File: config.mk
export PLATFORM = sky130hd
export DESIGN_NAME = frustum_param_sequencer_flat
export DESIGN_NICKNAME = d
export VERILOG_FILES = /design/src/rtl/frustum_param_sequencer_if.sv /design/src/rtl/frustum_param_sequencer.sv /design/src/flat_wrapper.sv
export SDC_FILE = /design/constraint.sdc
export NUM_CORES = 1
export LEC_CHECK = 0
export CAP_MARGIN = 30
export CORE_UTILIZATION = 58
export DETAILED_ROUTE_END_ITERATION = 16
export PLACE_DENSITY = 0.89
export SYNTH_ARGS = -nofsm -noshare
export SYNTH_HDL_FRONTEND = slang
export SYNTH_SLANG_ARGS = --single-unit
File: constraint.sdc
create_clock -name pixel_clk_in -period 18.9 [get_ports pixel_clk_in]
set_clock_uncertainty 0.1 [all_clocks]
set_input_delay 1.89 -clock pixel_clk_in [delete_from_list [all_inputs] [get_ports pixel_clk_in]]
set_output_delay 1.89 -clock pixel_clk_in [all_outputs]
set_load 0.005 [all_outputs]
File: src/rtl/frustum_param_sequencer_if.sv
// Shared cos/sin lookup bus between the frustum sequencer (master) and the
// cos_sin_lookup block (slave). The master presents an angle request. The
// slave returns |cos|, |sin| (8 fractional bits) and their signs. The result
// for a request held during cycle k is valid during cycle k+1. There is no
// valid/ready handshake: the latency is fixed and known to both sides.
interface frustum_param_sequencer_if;
    logic [15:0] lut_angle_out;
    logic [15:0] lut_cos_abs_in;
    logic [15:0] lut_sin_abs_in;
    logic        lut_cos_sign_in;
    logic        lut_sin_sign_in;

    modport master (
        output lut_angle_out,
        input  lut_cos_abs_in,
        input  lut_sin_abs_in,
        input  lut_cos_sign_in,
        input  lut_sin_sign_in
    );

    modport slave (
        input  lut_angle_out,
        output lut_cos_abs_in,
        output lut_sin_abs_in,
        output lut_cos_sign_in,
        output lut_sin_sign_in
    );
endinterface

File: src/rtl/frustum_param_sequencer.sv
// Per-frame camera/frustum parameter sequencer.
//
// When frame_start_in is accepted, the block latches the ball pose. It then
// looks up cos/sin for the heading and for both frustum edge angles through
// one shared LUT port. Next it evaluates cam_x, cam_y and the eight corner
// coordinates with a single time-multiplexed 16x16 multiplier. The results
// go into shadow registers and are committed to the outputs in one step.
// Cycle map (cycle 0 = frame_start_in sampled):
//   1      LATCH   request a, derive la/ra
//   2..5   LUT     request la, ra; capture a/la/ra results in 2/3/4
//   6..15  MUL     cam_x, cam_y, farl, farr, nearl, nearr (x before y)
//   16     COMMIT  params_valid_out high, committed outputs visible
//
// Optional build macro: FRUSTUM_ANGLE_WRAP_EN.
// When it is defined, angle_in is reduced mod 360 at capture.
module frustum_param_sequencer #(
    parameter int unsigned BALL_DEPTH = 7,
    parameter int unsigned HALF_FOV   = 55,
    parameter int unsigned NEAR_MAG   = 5,
    parameter int unsigned FAR_MAG    = 110,
    parameter int unsigned POS_OFFSET = 720
) (
    input  logic                             pixel_clk_in,
    input  logic                             rst_in,
    input  logic                             frame_start_in,
    input  logic [15:0]                      ballx_in,
    input  logic [15:0]                      bally_in,
    input  logic [15:0]                      angle_in,
    frustum_param_sequencer_if.master        lut,
    output logic [15:0]                      cam_x_out,
    output logic [15:0]                      cam_y_out,
    output logic [127:0]                     corners_out,
    output logic                             params_valid_out,
    output logic                             busy_out,
    output logic                             overrun_out
);

    typedef enum logic [2:0] {
        S_IDLE,
        S_LATCH,
        S_LUT,
        S_MUL,
        S_COMMIT
    } state_t;

    state_t      state_q;
    logic [4:0]  cnt_q;
    logic [15:0] bx_q, by_q, a_q;
    logic [15:0] lut_angle_q;
    // Index 0 = heading a, 1 = left edge la, 2 = right edge ra.
    logic [15:0] cos_q [0:2];
    logic [15:0] sin_q [0:2];
    logic [2:0]  cos_neg_q, sin_neg_q;
    logic [15:0] cam_x_sh_q, cam_y_sh_q;
    logic [15:0] corner_sh_q [0:7];
    logic [15:0] cam_x_q, cam_y_q;
    logic [127:0] corners_q;
    logic        pv_q, ov_q;

    logic [15:0] a_cap_d, bx_cap_d, by_cap_d;
    logic [15:0] la_d, ra_d;
    logic [16:0] la_sum, ra_sum;
    logic [15:0] mul_mag_d, mul_abs_d, mul_base_d, mul_term_d, mul_res_d;
    logic        mul_neg_d, mul_sh8_d;
    logic [31:0] mul_prod_d;
    logic [4:0]  cnt_off;
    logic [2:0]  corner_idx_d;
    logic [1:0]  lsel_d;
    logic [127:0] corners_d;
    logic        unused_bits;

    // Pose capture: integer part of the 11.5 position plus the map offset.
    always_comb begin
        bx_cap_d = {5'd0, ballx_in[15:5]} + 16'(POS_OFFSET);
        by_cap_d = {5'd0, bally_in[15:5]} + 16'(POS_OFFSET);
`ifdef FRUSTUM_ANGLE_WRAP_EN
        a_cap_d  = angle_in % 16'd360;
`else
        a_cap_d  = angle_in;
`endif
    end

    // Frustum edge angles. Adding 360 before subtracting keeps ra non-negative.
    always_comb begin
        la_sum = {1'b0, a_q} + 17'(HALF_FOV);
        ra_sum = {1'b0, a_q} + 17'(360 - HALF_FOV);
        la_d   = (la_sum >= 17'd360) ? 16'(la_sum - 17'd360) : la_sum[15:0];
        ra_d   = (ra_sum >= 17'd360) ? 16'(ra_sum - 17'd360) : ra_sum[15:0];
    end

    // Shared multiplier: select operands for this cycle, then shift and add/subtract.
    always_comb begin
        mul_mag_d    = 16'(BALL_DEPTH);
        mul_abs_d    = cos_q[0];
        mul_neg_d    = cos_neg_q[0];
        mul_base_d   = bx_q;
        mul_sh8_d    = 1'b1;
        cnt_off      = cnt_q - 5'd8;
        corner_idx_d = cnt_off[2:0];
        lsel_d       = corner_idx_d[1] ? 2'd2 : 2'd1;
        case (cnt_q)
            5'd6: begin
                // cam_x = bx + term when cos is positive.
                mul_neg_d = cos_neg_q[0];
            end
            5'd7: begin
                // cam_y = by - term when sin is positive.
                mul_abs_d  = sin_q[0];
                mul_neg_d  = ~sin_neg_q[0];
                mul_base_d = by_q;
            end
            default: begin
                mul_sh8_d = 1'b0;
                mul_mag_d = corner_idx_d[2] ? 16'(NEAR_MAG) : 16'(FAR_MAG);
                if (corner_idx_d[0]) begin
                    mul_abs_d  = sin_q[lsel_d];
                    mul_neg_d  = sin_neg_q[lsel_d];
                    mul_base_d = cam_y_sh_q;
                end else begin
                    mul_abs_d  = cos_q[lsel_d];
                    mul_neg_d  = ~cos_neg_q[lsel_d];
                    mul_base_d = cam_x_sh_q;
                end
            end
        endcase
        mul_prod_d = {16'd0, mul_mag_d} * {16'd0, mul_abs_d};
        mul_term_d = mul_sh8_d ? mul_prod_d[23:8] : mul_prod_d[20:5];
        mul_res_d  = mul_neg_d ? (mul_base_d - mul_term_d) : (mul_base_d + mul_term_d);
    end

    // Commit image: shadow corners, with the final nearr_y forwarded from the multiplier.
    always_comb begin
        corners_d = '0;
        for (int i = 0; i < 8; i++) begin
            corners_d[127 - 16*i -: 16] = (i == 7) ? mul_res_d : corner_sh_q[i];
        end
    end

    assign unused_bits = ^{ballx_in[4:0], bally_in[4:0], mul_prod_d[31:24],
                           mul_prod_d[4:0], cnt_off[4:3]};

    // Sequencer FSM with registered outputs and shadow/commit registers.
    always_ff @(posedge pixel_clk_in or posedge rst_in) begin
        if (rst_in) begin
            state_q     <= S_IDLE;
            cnt_q       <= '0;
            bx_q        <= '0;
            by_q        <= '0;
            a_q         <= '0;
            lut_angle_q <= '0;
            for (int i = 0; i < 3; i++) begin
                cos_q[i] <= '0;
                sin_q[i] <= '0;
            end
            cos_neg_q   <= '0;
            sin_neg_q   <= '0;
            cam_x_sh_q  <= '0;
            cam_y_sh_q  <= '0;
            for (int i = 0; i < 8; i++) begin
                corner_sh_q[i] <= '0;
            end
            cam_x_q     <= '0;
            cam_y_q     <= '0;
            corners_q   <= '0;
            pv_q        <= 1'b0;
            ov_q        <= 1'b0;
        end else begin
            pv_q <= 1'b0;
            ov_q <= frame_start_in && (state_q != S_IDLE);
            case (state_q)
                S_IDLE: begin
                    if (frame_start_in) begin
                        bx_q        <= bx_cap_d;
                        by_q        <= by_cap_d;
                        a_q         <= a_cap_d;
                        lut_angle_q <= a_cap_d;
                        cnt_q       <= 5'd1;
                        state_q     <= S_LATCH;
                    end
                end
                S_LATCH: begin
                    lut_angle_q <= la_d;
                    cnt_q       <= cnt_q + 5'd1;
                    state_q     <= S_LUT;
                end
                S_LUT: begin
                    cnt_q <= cnt_q + 5'd1;
                    case (cnt_q)
                        5'd2: begin
                            lut_angle_q  <= ra_d;
                            cos_q[0]     <= lut.lut_cos_abs_in;
                            sin_q[0]     <= lut.lut_sin_abs_in;
                            cos_neg_q[0] <= lut.lut_cos_sign_in;
                            sin_neg_q[0] <= lut.lut_sin_sign_in;
                        end
                        5'd3: begin
                            cos_q[1]     <= lut.lut_cos_abs_in;
                            sin_q[1]     <= lut.lut_sin_abs_in;
                            cos_neg_q[1] <= lut.lut_cos_sign_in;
                            sin_neg_q[1] <= lut.lut_sin_sign_in;
                        end
                        5'd4: begin
                            cos_q[2]     <= lut.lut_cos_abs_in;
                            sin_q[2]     <= lut.lut_sin_abs_in;
                            cos_neg_q[2] <= lut.lut_cos_sign_in;
                            sin_neg_q[2] <= lut.lut_sin_sign_in;
                        end
                        default: begin
                            // Settle cycle before the multiplier phase.
                            state_q <= S_MUL;
                        end
                    endcase
                end
                S_MUL: begin
                    cnt_q <= cnt_q + 5'd1;
                    if (cnt_q == 5'd6) begin
                        cam_x_sh_q <= mul_res_d;
                    end else if (cnt_q == 5'd7) begin
                        cam_y_sh_q <= mul_res_d;
                    end else begin
                        corner_sh_q[corner_idx_d] <= mul_res_d;
                    end
                    if (cnt_q == 5'd15) begin
                        cam_x_q   <= cam_x_sh_q;
                        cam_y_q   <= cam_y_sh_q;
                        corners_q <= corners_d;
                        pv_q      <= 1'b1;
                        state_q   <= S_COMMIT;
                    end
                end
                S_COMMIT: begin
                    cnt_q   <= '0;
                    state_q <= S_IDLE;
                end
                default: begin
                    state_q <= S_IDLE;
                end
            endcase
        end
    end

    assign lut.lut_angle_out = lut_angle_q;
    assign cam_x_out         = cam_x_q;
    assign cam_y_out         = cam_y_q;
    assign corners_out       = corners_q;
    assign params_valid_out  = pv_q;
    assign overrun_out       = ov_q;
    assign busy_out          = (state_q != S_IDLE);

endmodule
File: src/flat_wrapper.sv
// flat-port wrapper written by rule: the top's interface ports become plain ports
module frustum_param_sequencer_flat 
#(
    parameter int unsigned BALL_DEPTH = 7,
    parameter int unsigned HALF_FOV   = 55,
    parameter int unsigned NEAR_MAG   = 5,
    parameter int unsigned FAR_MAG    = 110,
    parameter int unsigned POS_OFFSET = 720
)
  (pixel_clk_in, rst_in, frame_start_in, ballx_in, bally_in, angle_in, cam_x_out, cam_y_out, corners_out, params_valid_out, busy_out, overrun_out, lut_lut_angle_out, lut_lut_cos_abs_in, lut_lut_sin_abs_in, lut_lut_cos_sign_in, lut_lut_sin_sign_in);
  frustum_param_sequencer_if lut_i ();
  input  logic pixel_clk_in;
  input  logic rst_in;
  input  logic frame_start_in;
  input  logic [15:0] ballx_in;
  input  logic [15:0] bally_in;
  input  logic [15:0] angle_in;
  output logic [15:0] cam_x_out;
  output logic [15:0] cam_y_out;
  output logic [127:0] corners_out;
  output logic params_valid_out;
  output logic busy_out;
  output logic overrun_out;
  output wire logic [$bits(lut_i.lut_angle_out)-1:0] lut_lut_angle_out;
  input wire logic [$bits(lut_i.lut_cos_abs_in)-1:0] lut_lut_cos_abs_in;
  input wire logic [$bits(lut_i.lut_sin_abs_in)-1:0] lut_lut_sin_abs_in;
  input wire logic [$bits(lut_i.lut_cos_sign_in)-1:0] lut_lut_cos_sign_in;
  input wire logic [$bits(lut_i.lut_sin_sign_in)-1:0] lut_lut_sin_sign_in;
  assign lut_lut_angle_out = lut_i.lut_angle_out;
  assign lut_i.lut_cos_abs_in = lut_lut_cos_abs_in;
  assign lut_i.lut_sin_abs_in = lut_lut_sin_abs_in;
  assign lut_i.lut_cos_sign_in = lut_lut_cos_sign_in;
  assign lut_i.lut_sin_sign_in = lut_lut_sin_sign_in;
  frustum_param_sequencer #(.BALL_DEPTH(BALL_DEPTH), .HALF_FOV(HALF_FOV), .NEAR_MAG(NEAR_MAG), .FAR_MAG(FAR_MAG), .POS_OFFSET(POS_OFFSET)) u_core (.pixel_clk_in(pixel_clk_in), .rst_in(rst_in), .frame_start_in(frame_start_in), .ballx_in(ballx_in), .bally_in(bally_in), .angle_in(angle_in), .lut(lut_i), .cam_x_out(cam_x_out), .cam_y_out(cam_y_out), .corners_out(corners_out), .params_valid_out(params_valid_out), .busy_out(busy_out), .overrun_out(overrun_out));
endmodule
==> key figures <==
Clocking
  • CTS Hold Buffers Added: 0
  • CTS tree: yes
  • Post-CTS setup buffers: 0
  • H-tree depth: 2
  • Clock slew at reported path FFs: 0.06 ns
  • Cts bufs inserted: 47
  • Root Buffer: clkbuf_16
  • CTS resizes: 0
  • Insertion delay to the later sink of the worst-skew pair: 0.63 ns
  • Clock buffer depth: 3
  • Clk sink count: 472

Detailed routing
  • DRT iter0 DRCs: 1922
  • Drt wl/cell: 19.46 um
  • Vias: 19830
  • Final antenna-violating net count: 0
  • Residual DRC: 0
  • DRT Wirelength: 66230 um
  • Drt pass-1 iters: 6
  • Vias per inst: 5.827

Global route
  • First-pass GRT wire length: 104300 um
  • Gr usage total: 0.3002
  • Pin count of the biggest net entering global routing: 106
  • Initial antenna violation count: 1
  • Gr ovfl total: 0
  • Vias in the first global route: 19890

Yosys
  • Yosys cell types: 82
  • Synthesized instance count: 2584
  • Synth Area in Simple Gates: 0.1622
  • Yosys top cell by area: dfrtp_1
  • Sequential fraction of the synthesis area: 0.4690
  • Mux share of post-synthesis cell area: 0.08193
  • Post-synthesis compound-gate area fraction: 0.1031
  • Register bit count reported by yosys: 472
  • Top area cells in the synthesized netlist: dfrtp_1 (47%), nand2_1 (10%), ha_1 (7.1%)
  • Synth Cell Area: 25180 sq um
  • Async SR Flop Fraction: 1.000
  • Synth Net Count: 2862
  • Synth warnings: 0
  • Post-synth EDFFs: 0
  • Xor and xnor area share after synthesis: 0.03403
  • Largest family of logic cells by synthesized area: simple AND/OR/NAND/NOR gates
  • Syn Area/Cell: 9.746 sq um
  • Synth Area in Adders: 0.1111
  • Top FF cell, synth: dfrtp_1
  • Top cell type's share of synthesized area: 0.4690

Critical path
  • Arr. time, crit path: 11.78 ns
  • Crit start category: flop
  • Worst-path fanout max: 44
  • CP Buf/Inv Count: 7
  • Top delay family on crit path: adder cells
  • Slowest-stage cell, CP: and4bb_2
  • R2r setup slk: 7.43 ns
  • Largest stage delay, worst path: 0.84 ns
  • WP data required: 19.21 ns
  • Critical path type: flop to flop
  • Crit end category: flop

STA
  • Final Hold Fails: 0
  • Final setup viols: 0
  • Ratio of final minimum period to clock period: 0.6069
  • Max-slew headroom: 0.3233
  • Tmin final: 11.47 ns
  • Max Clk Rate: 0.08718 GHz
  • RSZ-0062 raised after global routing: false
  • Max-slew violation count: 0
  • Slew @ Worst Pin: 1.012 ns
  • Fin Setup TNS: 0 ns

Finish
  • Number of diodes: 0
  • Filler Cell Count: 2918
  • Final net count: 3068
  • Area grow syn2layout: 19.54%
  • Non-Filler Instances: 3403
  • Area of the multi-input gates: 12420 sq um
  • Storage cell area: 11810 sq um
  • Layout cells sized above 1: 0.1062

Worst hold path
  • Worst hold-check path type: flop to flop

Die
  • Die area: 44260 sq um
  • Die X: 210.4 um
  • IO Pins: 264
  • Die height: 210.4 um
  • Initial Util: 0.5937
  • Num rows: 75
  • Core Footprint: 42420 sq um

Placement
  • Placed wire-length estimate: 45310 um
  • Port bufs: 253
  • Gpl congestion: 0.8441
  • # placed instances: 3316

Flow run
  • Max Cap Viol: 0

Outcome
  • Status: finished clean
==> kinds of logic after synthesis <==
logic type                 after synthesis
DFF                                    472
adders and majority gates              193
muxes                                  172
xor gates and xnor gates                97
buffers and inverters                  257
and+or+nand+nor                        964
AOI/OAI and AO/OA                      429
==> flip-flops by register name, summed over array words and instances (netlist names) <==
register                  flops
u_core.a_q                   16
u_core.bx_q                  12
u_core.by_q                  12
u_core.cam_x_out             16
u_core.cam_x_sh_q            16
u_core.cam_y_out             16
u_core.cam_y_sh_q            16
u_core.cnt_q                  5
u_core.corner_sh_q          112
u_core.corners_out          128
u_core.cos_neg_q              3
u_core.cos_q                 48
u_core.lut.lut_angle_out     16
u_core.overrun_out            1
u_core.params_valid_out       1
u_core.sin_neg_q              3
u_core.sin_q                 48
u_core.state_q                3
==> worst register-to-register path: cells and delay by family (launching register included) <==
family	cells	cell delay, ns
adders and majority gates	9	3.77
buffers and inverters	7	1.20
DFF	1	0.34
AOI/OAI and AO/OA	13	2.87
and+or+nand+nor	8	1.71
xor gates and xnor gates	3	1.27
==> synth_stat cells, drive strengths merged, types with 3 or more instances <==
library cell    n
nor2b          23
mux2i          25
o21a            5
a22o            4
nor4            3
a221oi         16
a211oi          5
or3             9
a22oi          26
mux2          133
a21o           16
o21ai         223
nand2b         20
dfrtp         472
a311oi          3
o211ai          3
nand4          12
a21oi          75
o22ai           3
clkbuf        118
and2           21
buf            19
o31ai           9
o31a            3
or4             5
a31oi           8
ha            142
or2             9
fa             51
nor3           17
a21boi          6
xor2           31
xnor2          66
o21bai          3
mux4           14
nor2           94
nand2         702
and3           11
inv           120
nand3          22
==> through the flow <==
step / cell area (sq um) / hold slack, ns / utilization / setup slack [ns]
finish: 30100 / 0.3336 / 0.7097 / 7.430
global route: 30100 / 0.3856 / 0.7097 / 6.661
floorplan: 25180 / 0.3386 / - / 3.744
detailed placement: 28310 / 0.3480 / 0.6675 / 7.601
CTS: 30050 / 0.3424 / 0.7085 / 7.582
global placement: 28180 / 0.3460 / 0.6645 / 7.779
==> final timing paths <==
path	start	to	cells after the start
hold reg to reg	u_core.corner_sh_q[46]	u_core.corners_out[46]	2
setup reg to reg	u_core.cnt_q[0]	u_core.corner_sh_q[46]	40
min in group asynchronous	rst_in	u_core.corners_out[127]	2
hold / removal	u_core.corner_sh_q[46]	u_core.corners_out[46]	2
max in group asynchronous	rst_in	u_core.corner_sh_q[18]	4
setup / recovery	u_core.cnt_q[0]	u_core.corner_sh_q[46]	40
==> layout make-up <==
cell class | count | area share
clock buffer | 59 | 0.04323
tap | 577 | 0.02398
sequential | 472 | 0.3924
timing repair buffer | 294 | 0.09813
multi-input combinational | 1855 | 0.4124
inverter | 120 | 0.01530
clock inverter | 26 | 0.01455
==> placed cells by master (no fill, tap or decap), types with 25 or more instances in the layout <==
cell type	count
mux2_2	133
clkdlybuf4s50_1	253
a21oi_1	74
buf_4	34
nand2_1	699
ha_1	142
inv_1	118
dfrtp_1	471
nor2_1	93
o21ai_0	212
xnor2_1	65
fa_1	51
mux2i_1	25
clkbuf_16	48
xor2_1	31
==> routing by layer <==
metal	global-route usage	vias up	wire [um]
met3	0.04872	160	4478
met5	0	-	12
met2	0.5059	814	32430
met1	0.3939	9789	27130
met4	0.1082	2	2174
li1	-	9065	-
Power is not shown: default switching activity piles up to over one toggle a cycle in this logic, so the estimate is an artifact.
